==> config.mk <==
export PLATFORM = sky130hd
export DESIGN_NAME = dom_shared_mul_gf2n
export DESIGN_NICKNAME = d
export VERILOG_FILES = /design/src/rtl/dom_shared_mul_gf2n.sv
export SDC_FILE = /design/constraint.sdc
export NUM_CORES = 1
export LEC_CHECK = 0
export CORE_AREA = 10 10 47 49
export DETAILED_ROUTE_END_ITERATION = 10
export DIE_AREA = 0 0 57 59
export DONT_BUFFER_PORTS = 1
export GPL_TIMING_DRIVEN = 0
export PLACE_DENSITY = 0.69
export SLEW_MARGIN = 20
export SYNTH_ARGS = -nofsm -noshare
export SYNTH_HDL_FRONTEND = slang
export SYNTH_SLANG_ARGS = --single-unit
==> constraint.sdc <==
create_clock -name ClkxCI -period 0.9 [get_ports ClkxCI]
set_clock_uncertainty 0.15 [all_clocks]
set_input_delay 0.045 -clock ClkxCI [delete_from_list [all_inputs] [get_ports ClkxCI]]
set_output_delay 0.045 -clock ClkxCI [all_outputs]
set_load 0.01 [all_outputs]
==> src/rtl/dom_shared_mul_gf2n.sv <==
// Domain-oriented masked GF(2^N) multiplier with SHARES shares.
// One register stage of inner and remasked cross terms, optional output register.
module dom_shared_mul_gf2n #(
  parameter int N      = 2,
  parameter int SHARES = 2,
  parameter int OUTREG = 0
) (
  input  logic                              ClkxCI,
  input  logic                              RstxBI,
  input  logic                              ValidxSI,
  input  logic [N*SHARES-1:0]               XxDI,
  input  logic [N*SHARES-1:0]               YxDI,
  input  logic [N*SHARES*(SHARES-1)/2-1:0]  ZxDI,
  output logic                              ValidxSO,
  output logic [N*SHARES-1:0]               QxDO
);

  localparam int L = 1 + OUTREG;
  // x^2+x+1 and x^4+x+1 both reduce x^N to x+1
  localparam logic [N-1:0] RED_POLY = N'(3);

  if (N != 2 && N != 4) begin : g_bad_n
    $error("dom_shared_mul_gf2n: N must be 2 or 4");
  end
  if (SHARES < 2 || SHARES > 4) begin : g_bad_shares
    $error("dom_shared_mul_gf2n: SHARES must be in 2..4");
  end
  if (OUTREG != 0 && OUTREG != 1) begin : g_bad_outreg
    $error("dom_shared_mul_gf2n: OUTREG must be 0 or 1");
  end

  function automatic logic [N-1:0] gf_mul(input logic [N-1:0] a, input logic [N-1:0] b);
    logic [N-1:0] acc;
    logic [N-1:0] sh;
    acc = '0;
    sh  = a;
    for (int i = 0; i < N; i++) begin
      if (b[i]) acc = acc ^ sh;
      sh = sh[N-1] ? ((sh << 1) ^ RED_POLY) : (sh << 1);
    end
    return acc;
  endfunction

  function automatic int pair_idx(input int i, input int j);
    int lo;
    int hi;
    lo = (i < j) ? i : j;
    hi = (i < j) ? j : i;
    return lo * SHARES - (lo * (lo + 1)) / 2 + (hi - lo - 1);
  endfunction

  logic [N-1:0] term_d [SHARES][SHARES];
  logic [N-1:0] term_q [SHARES][SHARES];
  logic [L-1:0] valid_d, valid_q;
  logic [N*SHARES-1:0] q_comb;

  // Cross terms are remasked here and must reach a register before any XOR tree
  always_comb begin
    for (int i = 0; i < SHARES; i++) begin
      for (int j = 0; j < SHARES; j++) begin
        term_d[i][j] = term_q[i][j];
      end
    end
    if (ValidxSI) begin
      for (int i = 0; i < SHARES; i++) begin
        for (int j = 0; j < SHARES; j++) begin
          if (i == j) begin
            term_d[i][j] = gf_mul(XxDI[i*N +: N], YxDI[i*N +: N]);
          end else begin
            term_d[i][j] = gf_mul(XxDI[i*N +: N], YxDI[j*N +: N]) ^ ZxDI[pair_idx(i, j)*N +: N];
          end
        end
      end
    end
  end

  always_comb begin
    valid_d    = valid_q;
    valid_d[0] = ValidxSI;
    for (int i = 1; i < L; i++) begin
      valid_d[i] = valid_q[i-1];
    end
  end

  always_ff @(posedge ClkxCI or negedge RstxBI) begin
    if (!RstxBI) begin
      valid_q <= '0;
      for (int i = 0; i < SHARES; i++) begin
        for (int j = 0; j < SHARES; j++) begin
          term_q[i][j] <= '0;
        end
      end
    end else begin
      valid_q <= valid_d;
      for (int i = 0; i < SHARES; i++) begin
        for (int j = 0; j < SHARES; j++) begin
          term_q[i][j] <= term_d[i][j];
        end
      end
    end
  end

  always_comb begin
    q_comb = '0;
    for (int i = 0; i < SHARES; i++) begin
      q_comb[i*N +: N] = term_q[i][i];
      for (int j = 0; j < SHARES; j++) begin
        if (j != i) q_comb[i*N +: N] = q_comb[i*N +: N] ^ term_q[i][j];
      end
    end
  end

  if (OUTREG == 1) begin : g_outreg
    logic [N*SHARES-1:0] q_d, q_q;

    always_comb q_d = valid_q[0] ? q_comb : q_q;

    always_ff @(posedge ClkxCI or negedge RstxBI) begin
      if (!RstxBI) q_q <= '0;
      else         q_q <= q_d;
    end

    assign QxDO = q_q;
  end else begin : g_comb
    assign QxDO = q_comb;
  end

  assign ValidxSO = valid_q[L-1];

endmodule

# Word level (Yosys, flattened, before mapping)
# Index checks and enable logic that the tools add are counted.
[totals] elab_cells=31 output_inout_bits=5 reg_bits=9 input_bits=13
[classes] bitwise_logic=10 muxes=16
[op_table] operator="2-bit 2-to-1 mux" n=16
[op_table] operator="2-bit bitwise XOR" n=8
[op_table] operator="2-bit NOT" n=2

# Logic depth before layout (Yosys ltp)
[depth] depth_word=6 depth_mapped=4 mapped_depth_nobuf=4

# Worst setup path before layout
# Ideal clock, no wire load.
[synth_path] kind="input to register" from="input XxDI[3]" to="register term_q[3] (netlist bit)" path_stages=4 setup_slack_ns=-0.251 setup_time_ns=0.125 required_time_ns=0.625 t_arrival_ns=0.876 n_path_buf=0 path_cell_list="mux2_4 > a221oi_2 > xnor2_1 > mux2_4"
[synth_between] elab_chain_cells=6 word_cells_on_any_way=7 cone_classes="mux (5); bitwise (2)"
[synth_rtl] element="start: declaration" line="11" text="input logic [N*SHARES-1:0] XxDI,"
[synth_rtl] element="2-bit 2-to-1 mux" line="38" text="if (b[i]) acc = acc ^ sh;"
[synth_rtl] element="2-bit 2-to-1 mux" line="64" text="if (ValidxSI) begin"
[synth_rtl] element="2-bit bitwise XOR" line="38"
[synth_rtl] element="2-bit 2-to-1 mux *" line="38"
[synth_rtl] element="2-bit 2-to-1 mux *" line="64"
[synth_rtl] element="2-bit bitwise XOR *" line="70" text="term_d[i][j] = gf_mul(XxDI[i*N +: N], YxDI[j*N +: N]) ^ ZxDI[pair_idx(i, j)*N +: N];"
[synth_rtl] element="end signal: indexed assignment" line="97" text="term_q[i][j] <= term_d[i][j];"
[synth_rtl] element="end: declaration" line="53" text="logic [N-1:0] term_q [SHARES][SHARES];"
# Mark *: on every way between the ends. The rest lies on a longest branch, timed or not. The select of a mux whose other input is x is not followed.
# A chain may end at the register's enable or synchronous reset.

# Final worst setup path
[layout_path] from="register term_q[0] (netlist bit)" to="output QxDO[2]"
[layout_between] elab_chain_cells=1
[layout_rtl] element="2-bit bitwise XOR" line="108" text="if (j != i) q_comb[i*N +: N] = q_comb[i*N +: N] ^ term_q[i][j];"
[layout_rtl] element="end: declaration" line="15" text="output logic [N*SHARES-1:0] QxDO"
# Every way passes these cells.

==> reports/metrics.cfg <==
[worst_setup_path]
critical_path.startpoint = term_q[0]
regToRegStartpoint = term_q[3]
critical_path.max_stage_delay_ns = 0.41
worst_path_dominant_cell_family = flip-flops
path_cells = xor2_2
worst-r2r-setup-slack_ns = -0.17
worstPathArrival_ns = 0.89
worst-endpoint-required_ns = 0.70
r2r.worst_path.cells = 2
criticalPathCategory = reg -> out
cp.depth = 1
worstSetupEndpointType = output pin
worst_setup_path_start_kind = flip-flop
crit_path_top_delay_cell = dfrtp_1
timing.critical_path.fanout_max = 2
worstPathBufferInverterCount = 0

[outcome]
run_status = finished, violations left
failed_checks = negative hold slack, negative setup slack

[layout]
finalNetCount = 87
insertedDiodeCount = 0
layout.cells.most_common = nand2_1
post-route-util_pct = 55.18
final.fill_count = 133
area_occupied_by_multi_input_gates_um2 = 419.2
layout.cells.most_common_list = nand2_1, dfrtp_1, xnor2_1
proportion_of_layout_cells_with_a_drive_suffix_above_1_pct = 30.14
register_area_um2 = 225.2
area_growth_syn_to_layout_pct = 31.21

[die]
core-area_mm2 = 0.001401
placementRows = 14
initial_core_util_pct = 42.05
chipWidth_um = 57
ios = 18
die_y_um = 59
die_area_mm2 = 0.003363

[timing]
setup_slack_ns = -0.1807
headroom_to_the_max_slew_limit_pct = 71.09
achievable-frequency_mhz = 925.3
final_max_slew_viol_count = 0
transition_time_at_the_pin_with_the_least_slew_margin_ns = 0.4322
hold_slack_ns = -0.3349
setup_viol = 10
final-hold-violation-count = 9
layout_min_cycle_time_ns = 1.081
grt_setup_unrepaired = true
period_utilisation_layout_pct = 120.1

[drt]
remaining_drc_errors = 0
top_signal_layer_used = met4
ant_nets = 0
detailroute.wirelength.met3_um = 166
via_count = 449
routed_wirelength_mm = 1.282
initialDrtViolationCount = 2
wirelength_met1_um = 576
detail_route.vias_per_cell = 5.045
drt_first_pass_iters = 4
detailroute.wirelength.met2_um = 514
route.detailed.wl_per_inst_um = 14.40

[clocking]
htree_levels = 1
cts_hold_repair.buffers = 4
clock_latency_ns = 0.25
clkSlewWorstSetupHoldPaths_ns = 0.06
numCtsBuffers = 3
tritoncts_num_sinks = 9
cts_tree = done
clk_path_buf_depth = 2
clock_tree.root_cell = clkbuf_4

[yosys]
netlist_area_um2 = 589.3
synth.yosys.warnings = 0
synthesis.instances = 62
synth.ff_latch_count = 9
distinct_cell_type_count_of_the_synthesized_netlist = 20
ys_seq_area_share_pct = 38.22
mappedNetlistNets = 75
syn_avg_cell_area_um2 = 9.505

[grt]
grt_first_pass_wirelength_mm = 2.159
number_of_global_route_vias_before_repair = 479
grt_util_all_layers_pct = 7.970
largest_net_degree_at_the_start_of_global_routing = 11
number_of_antenna_violations_at_the_first_check_in_global_routing = 0
grt_overflow_total = 0

[flow_run]
timing.max_cap.violations = 0

[power_and_ir_drop]
total_leakage_power_uw = 0.0003371
vdd_ir_drop_max_uv = 733.2
power-per-cell-area_mw_per_mm2 = 1494

[min_path]
holdPathStages = 0
worst_hold_startpoint = ValidxSI
hp-class = in -> reg

[placed_design]
dpl.hpwl_um = 921.7
place.gp.congestion = 0.6650
port_buffers = 0

## path summary, 6_finish.rpt
path / to
setup reg to reg: term_q[3]
hold / removal: ValidxSO
min in group asynchronous: ValidxSO
max in group asynchronous: term_q[0]
setup / recovery: QxDO[2]
hold reg to reg: term_q[2]
## cells by family after synthesis
group / synth area share, %
muxes: 12.74
and+or+nand+nor: 17.41
DFF: 38.22
xor gates and xnor gates: 17.83
buffers and inverters: 1.273
AOI/OAI and AO/OA: 12.53
## final cells by class
type	instances	share of cell area (%)
multi-input combinational	51	54.21
buffer	1	0.6472
inverter	1	0.4854
timing repair buffer	7	9.547
sequential	9	29.13
tap	16	2.589
clock buffer	4	3.398
## sequential cells by signal (all words and copies together), names as in the netlist
signal    count
term_q        8
ValidxSO      1
## per-layer routing
metal / track usage [%] / vias up
met3: 4.721 / 2
met4: 5.034 / 0
met5: 0 / -
met1: 9.466 / 198
met2: 10.54 / 19
li1: - / 230
## synth_stat cells
| cell | instances | area, um2 |
|---|---|---|
| nand2_1 | 10 | 37.54 |
| dfrtp_1 | 9 | 225.2 |
| xnor2_1 | 8 | 70.07 |
| nor2_1 | 6 | 22.52 |
| a21oi_1 | 5 | 25.02 |
| mux2_2 | 4 | 45.04 |
| xor2_1 | 4 | 35.03 |
| mux2_4 | 2 | 30.03 |
| nor2b_1 | 2 | 12.51 |
| o21ai_0 | 2 | 10.01 |
| a221oi_2 | 1 | 15.01 |
| a22oi_1 | 1 | 7.510 |
| a31o_1 | 1 | 8.760 |
| clkbuf_1 | 1 | 3.750 |
| inv_1 | 1 | 3.750 |
| nand2b_1 | 1 | 6.260 |
| nand3b_1 | 1 | 7.510 |
| nor4bb_1 | 1 | 10.01 |
| o31ai_1 | 1 | 7.510 |
| or3_1 | 1 | 6.260 |
## power by group
| part | internal, uW | leakage [uW] | switching (uW) |
|---|---|---|---|
| registers | 461 | 0.000105 | 56.6 |
| logic | 193 | 0.000217 | 135 |
| clock network | 171 | 0.0000150 | 139 |
| total | 825 | 0.000337 | 330 |
## metrics by stage
stage | instances | cell area (um2) | total power, uW | setup slack [ns] | TNS, ns
6_report | 89 | 773.2 | 1156 | -0.1807 | -1.041
5_1_grt | 89 | 773.2 | 1227 | -0.2158 | -1.333
4_1_cts | 87 | 732.0 | 1134 | -0.1979 | -1.023
3_5_place_dp | 78 | 610.6 | 748.3 | -0.3278 | -0.5372
3_3_place_gp | 78 | 610.6 | 742.2 | -0.3197 | -0.4950
2_1_floorplan | 62 | 590.6 | 712.9 | -0.2513 | -0.3413
## timing repair
action,CTS,global route
hold endpoints to repair,18,9
pin swaps,3,7
endpoints found under the setup margin,8,12
buffers inserted,1,2
resized for setup,6,8
Note: power is estimated with default switching activity, not from simulation.
